### config.mk
export PLATFORM = sky130hd
export DESIGN_NAME = operand_fetch
export DESIGN_NICKNAME = d
export VERILOG_FILES = /design/src/rtl/operand_fetch.sv
export SDC_FILE = /design/constraint.sdc
export NUM_CORES = 1
export LEC_CHECK = 0
export CAP_MARGIN = 0
export CORE_MARGIN = 4
export CORE_UTILIZATION = 42
export DETAILED_ROUTE_END_ITERATION = 8
export PLACE_DENSITY = 0.85
export SYNTH_ARGS = -nofsm -noshare
export SYNTH_HDL_FRONTEND = slang
export SYNTH_SLANG_ARGS = --single-unit
### constraint.sdc
create_clock -name clk -period 2.18 [get_ports clk]
set_input_delay 0.218 -clock clk [delete_from_list [all_inputs] [get_ports clk]]
set_output_delay 0.218 -clock clk [all_outputs]
set_load 0.01 [all_outputs]
### src/rtl/operand_fetch.sv
// Operand-fetch stage: register-file read with writeback bypass, per-register
// pending scoreboard for RAW/WAW stalls, and a one-entry valid/ready output register.
module operand_fetch #(
    parameter int ADDR_WIDTH = 5,
    parameter int DATA_WIDTH = 32
) (
    input  logic                  clk,
    input  logic                  rst,
    input  logic                  i_valid,
    output logic                  o_ready,
    input  logic [ADDR_WIDTH-1:0] i_rs1,
    input  logic [ADDR_WIDTH-1:0] i_rs2,
    input  logic [ADDR_WIDTH-1:0] i_rd,
    input  logic                  i_rd_we,
    output logic [ADDR_WIDTH-1:0] o_rf_rd_addr_1,
    input  logic [DATA_WIDTH-1:0] i_rf_rd_data_1,
    output logic [ADDR_WIDTH-1:0] o_rf_rd_addr_2,
    input  logic [DATA_WIDTH-1:0] i_rf_rd_data_2,
    input  logic                  i_wb_we,
    input  logic [ADDR_WIDTH-1:0] i_wb_addr,
    input  logic [DATA_WIDTH-1:0] i_wb_data,
    output logic                  o_valid,
    input  logic                  i_ready,
    output logic [DATA_WIDTH-1:0] o_rs1_data,
    output logic [DATA_WIDTH-1:0] o_rs2_data,
    output logic [ADDR_WIDTH-1:0] o_rd,
    output logic                  o_rd_we
);
    localparam int NREG = 1 << ADDR_WIDTH;

    typedef enum logic {EMPTY, FULL} state_e;

    state_e                state_q, state_d;
    logic [NREG-1:0]       pend_q, pend_d;
    logic [DATA_WIDTH-1:0] rs1_q, rs1_d, rs2_q, rs2_d;
    logic [ADDR_WIDTH-1:0] rd_q, rd_d;
    logic                  rd_we_q, rd_we_d;
    logic                  hit_rs1, hit_rs2, hit_rd;
    logic                  hazard, accept;

    assign o_rf_rd_addr_1 = i_rs1;
    assign o_rf_rd_addr_2 = i_rs2;

    // A writeback landing this edge resolves the hazard it would otherwise cause.
    assign hit_rs1 = i_wb_we && (i_wb_addr == i_rs1) && (i_rs1 != '0);
    assign hit_rs2 = i_wb_we && (i_wb_addr == i_rs2) && (i_rs2 != '0);
    assign hit_rd  = i_wb_we && (i_wb_addr == i_rd)  && (i_rd  != '0);

    assign hazard = ((i_rs1 != '0) && pend_q[i_rs1] && !hit_rs1)
                 || ((i_rs2 != '0) && pend_q[i_rs2] && !hit_rs2)
                 || (i_rd_we && (i_rd != '0) && pend_q[i_rd] && !hit_rd);

    assign o_ready = rst && !hazard && ((state_q == EMPTY) || i_ready);
    assign accept  = i_valid && o_ready;

    always_ff @(posedge clk or negedge rst) begin
        if (!rst) state_q <= EMPTY;
        else      state_q <= state_d;
    end

    always_comb begin
        state_d = state_q;
        if (accept)                            state_d = FULL;
        else if ((state_q == FULL) && i_ready) state_d = EMPTY;
    end

    always_comb begin
        o_valid = (state_q == FULL);
    end

    always_comb begin
        rs1_d   = rs1_q;
        rs2_d   = rs2_q;
        rd_d    = rd_q;
        rd_we_d = rd_we_q;
        if (accept) begin
            rs1_d   = (i_rs1 == '0) ? '0 : (hit_rs1 ? i_wb_data : i_rf_rd_data_1);
            rs2_d   = (i_rs2 == '0) ? '0 : (hit_rs2 ? i_wb_data : i_rf_rd_data_2);
            rd_d    = i_rd;
            rd_we_d = i_rd_we;
        end
    end

    // Clear first so a same-cycle set on the same register wins.
    always_comb begin
        pend_d = pend_q;
        if (i_wb_we && (i_wb_addr != '0))
            pend_d[i_wb_addr] = 1'b0;
        if (accept && i_rd_we && (i_rd != '0))
            pend_d[i_rd] = 1'b1;
        pend_d[0] = 1'b0;
    end

    always_ff @(posedge clk or negedge rst) begin
        if (!rst) begin
            pend_q  <= '0;
            rs1_q   <= '0;
            rs2_q   <= '0;
            rd_q    <= '0;
            rd_we_q <= 1'b0;
        end else begin
            pend_q  <= pend_d;
            rs1_q   <= rs1_d;
            rs2_q   <= rs2_d;
            rd_q    <= rd_d;
            rd_we_q <= rd_we_d;
        end
    end

    assign o_rs1_data = rs1_q;
    assign o_rs2_data = rs2_q;
    assign o_rd       = rd_q;
    assign o_rd_we    = rd_we_q;
endmodule
==> impl_metrics.ini <==
[timing]
skew_ns = 0.00938
final.setup.tns_ns = -32.64
holdWs_ns = 0.380
max_slew_margin_pct = 30.1
finalCriticalPeriod_ns = 2.55
max_freq_mhz = 392
setup_viol = 103
period_share_pct = 117
finalWorstSetupSlack_ns = -0.369
final-hold-violation-count = 0
rsz0062_at_grt = true
tightest_slew_ns = 1.05
slew_viol_final = 0

[cells_and_area]
antenna_cells = 0
drive_gt1_share_pct = 32.2
fin_cells = 918
fin_area_um2 = 9430
nNetsFinal = 855
final_util_pct = 68.0
areaGrowthSynthToFinish_pct = 57.9

[routing]
drc = 0
drt.antenna.violating_nets = 0
wl_mm = 21.8
drt_iter0_drc = 592
wl_per_cell_um = 23.8
vias = 5478
viasPerCell = 5.97
first_pass_iters = 5

[placement]
dp_hpwl_mm = 14.8
place_inst = 878
pre_cts_ws_ns = -0.926
place_area_um2 = 8490
port_buffers = 203
gp_congestion = 0.924

[synthesis]
yosysSeqAreaShare_pct = 42.7
synth_enable_flop_cells = 0
syn_area_per_cell_um2 = 12.3
yosys_register_bits = 102
synthDistinctLibCells = 41
syn_area_um2 = 5970
synthCells = 486
ys_async_sr_fraction_pct = 100
yosysWarnings = 0
synth_ff_type = dfrtp_1
synth_fp_nets = 608

[clock_network]
cts_root_buffer = clkbuf_16
worstSkewPairLatency_ns = 0.36
clkTransAtPathRegs_ns = 0.07
cts-buffers-inserted = 9
cts_sinks = 102
htree_levels = 3
cts_tree = done
clockBufferDepth = 2

[grt]
grt_pass1_vias = 5787
grt_usage_pct = 25.8
gr-total-overflow = 0
grt_pass1_wl_mm = 32.5
antenna_found_initial = 0
grt_max_degree = 86

[setup_path]
arrival_ns = 2.79
endpoint_kind = flip-flop
path_max_fanout = 9
startpoint_type = flip-flop
critPathRequiredTime_ns = 2.42
critical_path_class = flip-flop to flip-flop

[pwr]
vdd_drop_max_v = 0.000625
p_leak_nw = 4.03
power_per_cell_area_nw_per_um2 = 738
total_power_mw = 6.96

[floorplanning]
fp.dieW_um = 127
die-area_um2 = 16200
initial_core_util_pct = 43.0
die_h_um = 127
design.core.area_um2 = 13900
rows = 43
ios = 204

[outcome]
violations = negative setup slack
outcome = complete, but fails checks

[run]
max_cap_viol_count = 0

[min_path]
min_path_type = input pin to asynchronous set/reset pin
==> flip-flops by register name, indices dropped and copies added (netlist names) <==
register / cells
o_rd: 5
o_rd_we: 1
o_rs1_data: 32
o_rs2_data: 32
o_valid: 1
pend_q: 31
==> kinds of logic (layout without fill, tap and decap cells) <==
group	after synthesis	in the layout	share of synthesized area [%]
AO/OA/AOI/OAI	143	143	18.1
XOR/XNOR	15	15	2.20
buffers and inverters	61	313	5.49
flip-flops	102	102	42.7
multiplexers	97	97	25.2
AND/OR/NAND/NOR	68	68	6.33
==> placed cells by master, fill, tap and decap left out, types with 2 or more instances in the layout <==
cell type and count:
clkbuf_16 14, inv_1 9, mux2i_1 3, buf_4 64, o21ai_0 31, mux4_2 21
buf_16 5, nand3b_1 6, nor2b_1 5, o22ai_1 3, xor2_1 12, nand2_1 15
o31ai_4 9, buf_12 6, mux2_4 48, a22o_1 64, clkdlybuf4s50_1 199, o31ai_2 19
nor2_1 5, dfrtp_2 2, nand3_1 9, dfrtp_1 100, or3b_2 2, o31ai_1 6
xnor2_1 3, mux2_2 25, buf_6 5, nor4_1 5, nand2b_1 8, clkinv_2 3
nand4_1 3
==> cells in the mapped netlist, drive strengths merged, types with 2 or more instances <==
| cell | n | area share, % |
|---|---|---|
| o21ai | 32 | 2.7 |
| nand3b | 6 | 0.75 |
| dfrtp | 102 | 43 |
| o31ai | 34 | 4.4 |
| nand4 | 3 | 0.31 |
| a31oi | 2 | 0.21 |
| mux2i | 3 | 0.50 |
| nand2 | 16 | 1.0 |
| mux4 | 21 | 7.9 |
| inv | 9 | 0.57 |
| xor2 | 12 | 1.8 |
| a22o | 64 | 9.4 |
| a41oi | 2 | 0.29 |
| nor3b | 2 | 0.25 |
| xnor2 | 3 | 0.44 |
| nand3 | 9 | 0.75 |
| a221oi | 2 | 0.29 |
| nor4 | 5 | 0.52 |
| nand2b | 8 | 0.84 |
| o22ai | 3 | 0.31 |
| o221ai | 2 | 0.29 |
| clkbuf | 26 | 1.6 |
| buf | 26 | 3.3 |
| mux2 | 73 | 17 |
| nor2 | 6 | 0.38 |
| or3b | 2 | 0.29 |
| nor2b | 5 | 0.52 |
==> power breakdown <==
| part | internal, mW | switching [mW] |
|---|---|---|
| registers | 2.33 | 0.304 |
| logic | 1.68 | 1.01 |
| clock network | 0.917 | 0.714 |
| total | 4.93 | 2.03 |
==> critical path, stage by stage (launching register included) <==
cell and delay, ns:
dfrtp_1 0.44, mux4_2 0.49, mux2i_1 0.19, o221ai_1 0.15, a41oi_2 0.27, nand4_1 0.18
buf_6 0.22, clkbuf_16 0.18, mux2_4 0.29
==> final timing paths <==
path / from / endpoint / slack [ns] / cells past startpoint
hold / removal: rst / pend_q[23] / 0.38 / 3
min in group clk: o_rs1_data[15] / o_rs1_data[15] / 0.51 / 1
setup / recovery: pend_q[15] / o_rs2_data[14] / -0.37 / 8
max in group asynchronous: rst / pend_q[12] / 0.45 / 4
setup reg to reg: pend_q[15] / o_rs2_data[14] / -0.37 / 8
hold reg to reg: o_rs1_data[15] / o_rs1_data[15] / 0.51 / 1
==> per-layer routing <==
layer  wire [um]  track usage, %
met1        8840            34.5
met5           0               0
met3        1860            5.18
met2       10500            41.9
met4         637            9.53
==> layout make-up <==
cell class / count / area (um^2)
clock inverters: 6 / 61.3
well taps: 180 / 225
inverters: 9 / 33.8
repair buffers: 288 / 2950
flip-flops and latches: 102 / 2550
fillers: 978 / 4450
clock buffers: 10 / 239
multi-input cells: 323 / 3370
==> repair_timing <==
| action | CTS | global route |
|---|---|---|
| pin swaps | 4 | 3 |
| buffers inserted | 10 | 1 |
| endpoints found under the setup margin | 103 | 103 |
| resized for setup | 18 | 44 |
| hold buffers | 1 | 0 |
| endpoints found under the hold margin | 17 | 0 |
| gates cloned | 4 | 8 |
No activity file was read; power rests on OpenSTA's default activity.
